`src/rtl/mux_scan.sv`:
```
// mux_scan: N-way channel selector with a debounced manual select, a timed
// round-robin scan mode and a hold mode. The selected channel's data is
// registered onto out_data one cycle behind the channel index.
module mux_scan #(
    parameter int unsigned N      = 4,
    parameter int unsigned W      = 1,
    parameter int unsigned STABLE = 4,
    parameter int unsigned DWELL  = 50000000,
    localparam int unsigned SELW  = (N > 1) ? $clog2(N) : 1
) (
    input  logic              CLOCK_50,
    input  logic              RESET,
    input  logic [N*W-1:0]    in_bus,
    input  logic [SELW-1:0]   sel,
    input  logic [1:0]        mode,
    output logic [W-1:0]      out_data,
    output logic [SELW-1:0]   out_chan,
    output logic              chan_switch,
    output logic              sel_err
);

    // Counter widths; a one-value range still needs one bit.
    localparam int unsigned CW = (STABLE > 1) ? $clog2(STABLE) : 1;
    localparam int unsigned DW = (DWELL > 1) ? $clog2(DWELL) : 1;

    localparam logic [CW-1:0]   CntMax   = CW'(STABLE - 1);
    localparam logic [CW-1:0]   CntOne   = CW'(1);
    localparam logic [DW-1:0]   DcntMax  = DW'(DWELL - 1);
    localparam logic [DW-1:0]   DcntOne  = DW'(1);
    localparam logic [SELW-1:0] ChanLast = SELW'(N - 1);
    localparam logic [SELW-1:0] ChanOne  = SELW'(1);

    typedef enum logic [1:0] {
        StManual = 2'd0,
        StScan   = 2'd1,
        StHold   = 2'd2
    } state_e;

    state_e          r_state;
    state_e          w_state_nxt;
    logic            w_state_chg;

    logic [SELW-1:0] r_cand;
    logic [CW-1:0]   r_cnt;
    logic [DW-1:0]   r_dcnt;
    logic [SELW-1:0] r_out_chan;
    logic [W-1:0]    r_out_data;
    logic            r_chan_switch;
    logic            r_sel_err;

    logic [SELW-1:0] w_cand_nxt;
    logic [CW-1:0]   w_cnt_nxt;
    logic [DW-1:0]   w_dcnt_nxt;
    logic [SELW-1:0] w_chan_nxt;
    logic            w_err_nxt;
    logic [SELW-1:0] w_chan_inc;
    logic            w_cand_oor;
    logic [W-1:0]    w_sel_data;

    // State register: follows the decoded mode pins every edge.
    always_ff @(posedge CLOCK_50 or posedge RESET) begin
        if (RESET) begin
            r_state <= StManual;
        end else begin
            r_state <= w_state_nxt;
        end
    end

    // Next-state decode; both 10 and 11 mean hold.
    always_comb begin
        w_state_nxt = StHold;
        case (mode)
            2'b00:   w_state_nxt = StManual;
            2'b01:   w_state_nxt = StScan;
            default: w_state_nxt = StHold;
        endcase
    end

    assign w_state_chg = (w_state_nxt != r_state);

    // Wrapping channel increment for scan mode.
    assign w_chan_inc = (r_out_chan == ChanLast) ? '0 : r_out_chan + ChanOne;

    // Widened compare so a non-power-of-two N can flag unused select codes.
    assign w_cand_oor = (32'(r_cand) >= N);

    // Output/datapath next values. A mode change takes priority over any
    // commit or advance that would otherwise land on the same edge.
    always_comb begin
        w_cand_nxt = r_cand;
        w_cnt_nxt  = r_cnt;
        w_dcnt_nxt = r_dcnt;
        w_chan_nxt = r_out_chan;
        w_err_nxt  = r_sel_err;
        if (w_state_chg) begin
            w_err_nxt = 1'b0;
            if (w_state_nxt == StManual) begin
                w_cand_nxt = sel;
                w_cnt_nxt  = '0;
            end
            if (w_state_nxt == StScan) begin
                w_dcnt_nxt = '0;
            end
        end else begin
            case (r_state)
                StManual: begin
                    if (sel != r_cand) begin
                        // Select moved: restart the debounce on the new value.
                        w_cand_nxt = sel;
                        w_cnt_nxt  = '0;
                    end else if (r_cnt != CntMax) begin
                        w_cnt_nxt = r_cnt + CntOne;
                    end else if (w_cand_oor) begin
                        w_err_nxt = 1'b1;
                    end else if (r_cand != r_out_chan) begin
                        w_chan_nxt = r_cand;
                        w_err_nxt  = 1'b0;
                    end
                end
                StScan: begin
                    if (r_dcnt == DcntMax) begin
                        w_dcnt_nxt = '0;
                        w_chan_nxt = w_chan_inc;
                    end else begin
                        w_dcnt_nxt = r_dcnt + DcntOne;
                    end
                end
                default: begin
                    // Hold: everything frozen.
                end
            endcase
        end
    end

    // Channel data multiplexer driven by the current channel index.
    always_comb begin
        w_sel_data = '0;
        for (int k = 0; k < N; k++) begin
            if (r_out_chan == SELW'(k)) begin
                w_sel_data = in_bus[k*W +: W];
            end
        end
    end

    // Datapath registers; reset discards all debounce and dwell progress.
    always_ff @(posedge CLOCK_50 or posedge RESET) begin
        if (RESET) begin
            r_cand        <= '0;
            r_cnt         <= '0;
            r_dcnt        <= '0;
            r_out_chan    <= '0;
            r_out_data    <= '0;
            r_chan_switch <= 1'b0;
            r_sel_err     <= 1'b0;
        end else begin
            r_cand        <= w_cand_nxt;
            r_cnt         <= w_cnt_nxt;
            r_dcnt        <= w_dcnt_nxt;
            r_out_chan    <= w_chan_nxt;
            r_out_data    <= w_sel_data;
            r_chan_switch <= (w_chan_nxt != r_out_chan);
            r_sel_err     <= w_err_nxt;
        end
    end

    assign out_data    = r_out_data;
    assign out_chan    = r_out_chan;
    assign chan_switch = r_chan_switch;
    assign sel_err     = r_sel_err;

endmodule

```
`config.mk`:
```
export PLATFORM = sky130hd
export DESIGN_NAME = mux_scan
export DESIGN_NICKNAME = d
export VERILOG_FILES = /design/src/rtl/mux_scan.sv
export SDC_FILE = /design/constraint.sdc
export NUM_CORES = 1
export LEC_CHECK = 0
export CORE_MARGIN = 2
export CORE_UTILIZATION = 58
export CTS_CLUSTER_SIZE = 28
export DETAILED_ROUTE_END_ITERATION = 10
export PLACE_DENSITY = 0.79
export SYNTH_ARGS = -nofsm -noshare
export SYNTH_HDL_FRONTEND = slang
export SYNTH_SLANG_ARGS = --single-unit
```
`constraint.sdc`:
```
create_clock -name CLOCK_50 -period 3 [get_ports CLOCK_50]
set_input_delay 0.6 -clock CLOCK_50 [delete_from_list [all_inputs] [get_ports CLOCK_50]]
set_output_delay 0.6 -clock CLOCK_50 [all_outputs]
set_load 0.05 [all_outputs]
```
======== After elaboration in Yosys (flattened, before gate mapping) ========
Cells that the tools add are included.
storage, ports and cells
  register bits ........................... 37
  bits in latches ......................... 0
  bits in writable memories ............... 0
  ROM bits ................................ 0
  input bits .............................. 10
  output and inout bits ................... 5
  logic and storage cells ................. 70
  memories ................................ 0
operators by class
  add/subtract/negate cells ............... 3
  $mul .................................... 0
  divide/modulo/power cells ............... 0
  order comparisons ....................... 0
  equality and inequality tests ........... 16
  shift-type cells ........................ 0
  mux-type cells .......................... 30
  bitwise logic cells ..................... 0
  reduce and logical (&&, ||, !) cells .... 13
operators with widths
  cell                                                   number
  two-way mux 26 bit                                     4
  two-way mux 2 bit                                      15
  adder 26 x 1 -> 26 bit, second input constant          1
  equality test 26 bit, second input constant            1
  two-way mux 1 bit                                      9
  equality test 2 x 1 -> 1 bit, second input constant    4
  zero test 2 bit                                        4
  inequality test 2 bit                                  4
  one-hot mux 2 bit (2 select lines)                     2
  nonzero test 2 bit                                     4
  inequality test 2 bit, second input constant           3
  AND reduction 3 bit                                    2
  adder 2 x 1 -> 2 bit, second input constant            2
  equality test 2 bit, second input constant             2
  inequality test 2 x 1 -> 1 bit, second input constant  2
  AND reduction 4 bit                                    1
  nonzero test 3 bit                                     1
  AND reduction 2 bit                                    1

======== Depth between registers and ports, before layout ========
  depth in word-level cells ............... 7
  gate-level depth with buffers ........... 7
  gate-level depth less buffers ........... 6

======== Least setup slack after synthesis ========
No wires, ideal clock.
  kind .................................... input-to-reg
  from .................................... input mode[1]
  to ...................................... register r_dcnt[22]
  library setup time ...................... 0.082 ns
  data arrival time ....................... 2.090 ns
  data required time ...................... 2.918 ns
  path slack .............................. 0.828 ns
  stages .................................. 7
  buffers on the path ..................... 2
  cell sequence ........................... clkbuf_1 nand2b_1 nor3b_1 a21boi_1 clkbuf_1 a31oi_1 a31oi_1
between the ends
  longest elaborated chain between the ends .. 5
  elaborated cells between the ends (all ways) .. 9
  classes of those cells .................. eq/ne: 4; mux: 2; reduce/logical: 3
RTL lines
  element                                                                         line     text
  start, declared                                                                 15       input logic [1:0] mode,
  equality test 2 x 1 -> 1 bit or zero test 2 bit (tied branches)                 72       case (mode)
  one-hot mux 2 bit (2 select lines) (*)                                          72
  inequality test 2 bit or equality test 2 x 1 -> 1 bit (tied branches)           79, 101
  inequality test 2 x 1 -> 1 bit (no line) or nonzero test 2 bit (tied branches)  n/a
  AND reduction 2 bit (no line)                                                   n/a
  end signal, assigned                                                            158      r_dcnt <= w_dcnt_nxt;
  end, declared                                                                   45       logic [DW-1:0] r_dcnt;
Mark *: on every way between the ends. The rest lies on a longest branch, timed or not.
A chain may end at the register's enable or synchronous reset.

======== Worst setup path in the final report ========
  from .................................... register r_out_chan[0], in the netlist out_chan[0]
  to ...................................... output out_chan[0]
RTL lines
  element                 line  text
  start, declared         46    logic [SELW-1:0] r_out_chan;
  start signal, assigned  159   r_out_chan <= w_chan_nxt;
  end, declared           17    output logic [SELW-1:0] out_chan,
No word-level cell between the ends.

==> results.ini <==
[yosys]
synth-seq-cells=36
syn_nets=247
synth_top_flop_cell=dfrtp_1
synth_area_leader_cell=dfrtp_1
seq_area_frac_synth=0.4281
avgSynthCellArea_sq_um=9.110
synth_area_sq_mm=0.002105
yosys_warnings=0
synth_edf_count=0
yosysUniqueCellTypes=47
postSynth.asyncResetShare=1.000
synthCells=231
yosys-top-cells-area=dfrtp_1 43%, nor2_1 4.6%, nand2_1 4.1%, xnor2_1 3.7%, ha_1 3.6%
synth.top_cell.area_share=0.4281

[clock_tree]
htree_levels=2
cts_resized=0
clk_latency_ns=0.35
cts_root_buffer=clkbuf_4
clock_sinks=36
clk_pin_slew_worst_paths_ns=0.10
cts_hold_buf=0
cts_tree=yes
cts_buffer_depth=2
cts_buffers=5
postCtsSetupRepairBufs=0

[setup_path]
cpPeakStageDelay_ns=0.86
r2r_cells=5
path_delay_family=buffers and inverters
worst-path-max-fanout=10
crit_chain=clkdlybuf4s50_1
ff2ff_setup_slack_ns=0.79
cpMaxStageDelayCell=clkdlybuf4s50_1
path_class=flip-flop to output pin
start_kind=flip-flop
critical_path_buf_inv_count=1
endpoint_kind=output pin
cp.required_ns=2.40
worst_ep_arrival_time_ns=1.72
worst-path-stages=1

[flow_run]
max_cap_violations=0

[placed_design]
gp_congestion=0.8485
dp_hpwl_mm=3.023
place_inst=289
port_buffers=13

[timing]
slew_viol_final=0
finClkSkew_ns=0.009949
finalCritPeriodShare=0.7737
fmax_mhz=430.8
fin_setup_tns_ns=0
worstMarginPinSlew_ns=0.5341
setup_violations=0
hold_viol=0
layout_min_cycle_time_ns=2.321
rsz0062_at_grt=no
max_slew_margin=0.6406

[floorplan]
dieArea_sq_mm=0.004126
core-area_sq_mm=0.003416
start_util=0.6161
die_y_microns=64.24
ioPinCount=15
rows=21
die_w_microns=64.24

[drt]
num_vias=1724
wl_per_cell_microns=13.92
drt_pass1_iterations=4
drcViolationCount=0
wl_mm=4.120
postRouteAntennaNets=0
post_drt_via_cell_ratio=5.824
drt_iter0_drc=123

[worst_hold_path]
holdPathStages=1
hold_class=flip-flop to flip-flop

[power_and_ir_drop]
internal_power_w=0.0006603
p_switching_w=0.0002142
clkPwrFrac=0.327
power_w=0.0008745
seqPwrFrac=0.575
swShare=0.2449
max-vdd-ir-drop_v=0.0002584
p_leak_nw=1.018
power_density_mw_per_mm2=369.4
power_frac_comb=0.098

[global_route]
antenna_found_initial=0
overflow=0
track_usage=0.2389
grt_pass1_vias=1611
grt_pass1_wl_mm=7.638
grt_start_max_net_pins=25

[finish]
fillCellCount=277
fin_cells=296
diodes=0
drive_above_1_share=0.09200
postLayoutCoreUtil=0.6930
synthToLayoutAreaGrowth_pct=12.49
fin_nets=266

[run_status]
status=finished, final reports clean

-- cells in the mapped netlist, types with 6 or more instances --
master and instances:
inv_1 10, and3_1 6, nor2_1 26, ha_1 6, dfrtp_1 36, xnor2_1 9, o21ai_0 10, nor3_1 9
nand2_1 23, nand3_1 10, nand4_1 8, a21oi_1 12, xor2_1 8
-- logic make-up after synthesis --
group	after synthesis	synth area share
other	1	0.001782
XOR/XNOR	18	0.07848
adder cells (fa/ha/maj)	6	0.03567
AO/OA/AOI/OAI	43	0.1338
multiplexers	3	0.01546
AND/OR/NAND/NOR	106	0.2687
buffers and inverters	18	0.03805
flip-flops	36	0.4281
-- flip-flops by register name, indices dropped and copies added (netlist names) --
name	flops
r_state	2
r_cnt	2
out_data	1
chan_switch	1
r_cand	2
out_chan	2
r_dcnt	26
-- worst reg2reg max path, cell delays in order, from the launching register on --
cell and delay (ns):
dfrtp_1 0.46, nand4_2 0.17, or4_4 0.57, or4_4 0.57, xnor2_2 0.15, a22o_1 0.19
-- through the flow --
step	setup slack, ns	hold slack [ns]	area, sq um
2_1_floorplan	0.8283	0.4698	2105
3_3_place_gp	0.5119	0.4835	2302
3_5_place_dp	0.4725	0.4943	2302
4_1_cts	0.6597	0.5164	2367
5_1_grt	0.6021	0.5470	2367
6_report	0.6788	0.5098	2367
-- final timing paths --
path                              from     endpoint
min in group asynchronous        RESET  chan_switch
max in group asynchronous        RESET    r_dcnt[3]
max reg2reg                  r_dcnt[4]   r_dcnt[25]
min reg2reg                   r_cnt[1]     r_cnt[1]
min                           r_cnt[1]     r_cnt[1]
max                        out_chan[0]  out_chan[0]
-- layout by cell type, fill, tap and decap left out, types with 6 or more instances in the layout --
cell,count
xnor2_1,9
o21ai_0,10
nand2_1,23
ha_1,6
clkdlybuf4s50_1,13
inv_1,10
dfrtp_1,36
nor2_1,26
and3_1,6
xor2_1,8
nand3_1,10
a21oi_1,12
nand4_1,8
nor3_1,9
buf_4,7
-- power groups by stage --
stage	logic (W)	clock network, W	registers (W)
floorplan	0.0000523	0	0.000513
detailed placement	0.0000854	0	0.000512
global route	0.0000960	0.000316	0.000505
global placement	0.0000844	0	0.000512
finish	0.0000855	0.000286	0.000503
CTS	0.0000859	0.000295	0.000502
-- per-layer routing --
metal | routed length [microns] | GRT usage | vias to the layer above | share of wire
met5 | 0 | 0 | - | 0
met4 | 56 | 0.08245 | 0 | 0.014
met3 | 159 | 0.05282 | 5 | 0.039
met2 | 1800 | 0.3398 | 30 | 0.44
met1 | 2105 | 0.3581 | 815 | 0.51
li1 | - | - | 874 | -
-- layout make-up --
class | instances | area, sq um | share of cell area
Multi-Input combinational cell | 177 | 1124 | 0.4746
Sequential cell | 36 | 900.9 | 0.3805
Clock buffer | 7 | 65.06 | 0.02748
Inverter | 10 | 37.54 | 0.01586
Tap cell | 46 | 57.56 | 0.02431
Timing Repair Buffer | 20 | 182.7 | 0.07717
Note: power is estimated with default switching activity, not from simulation.
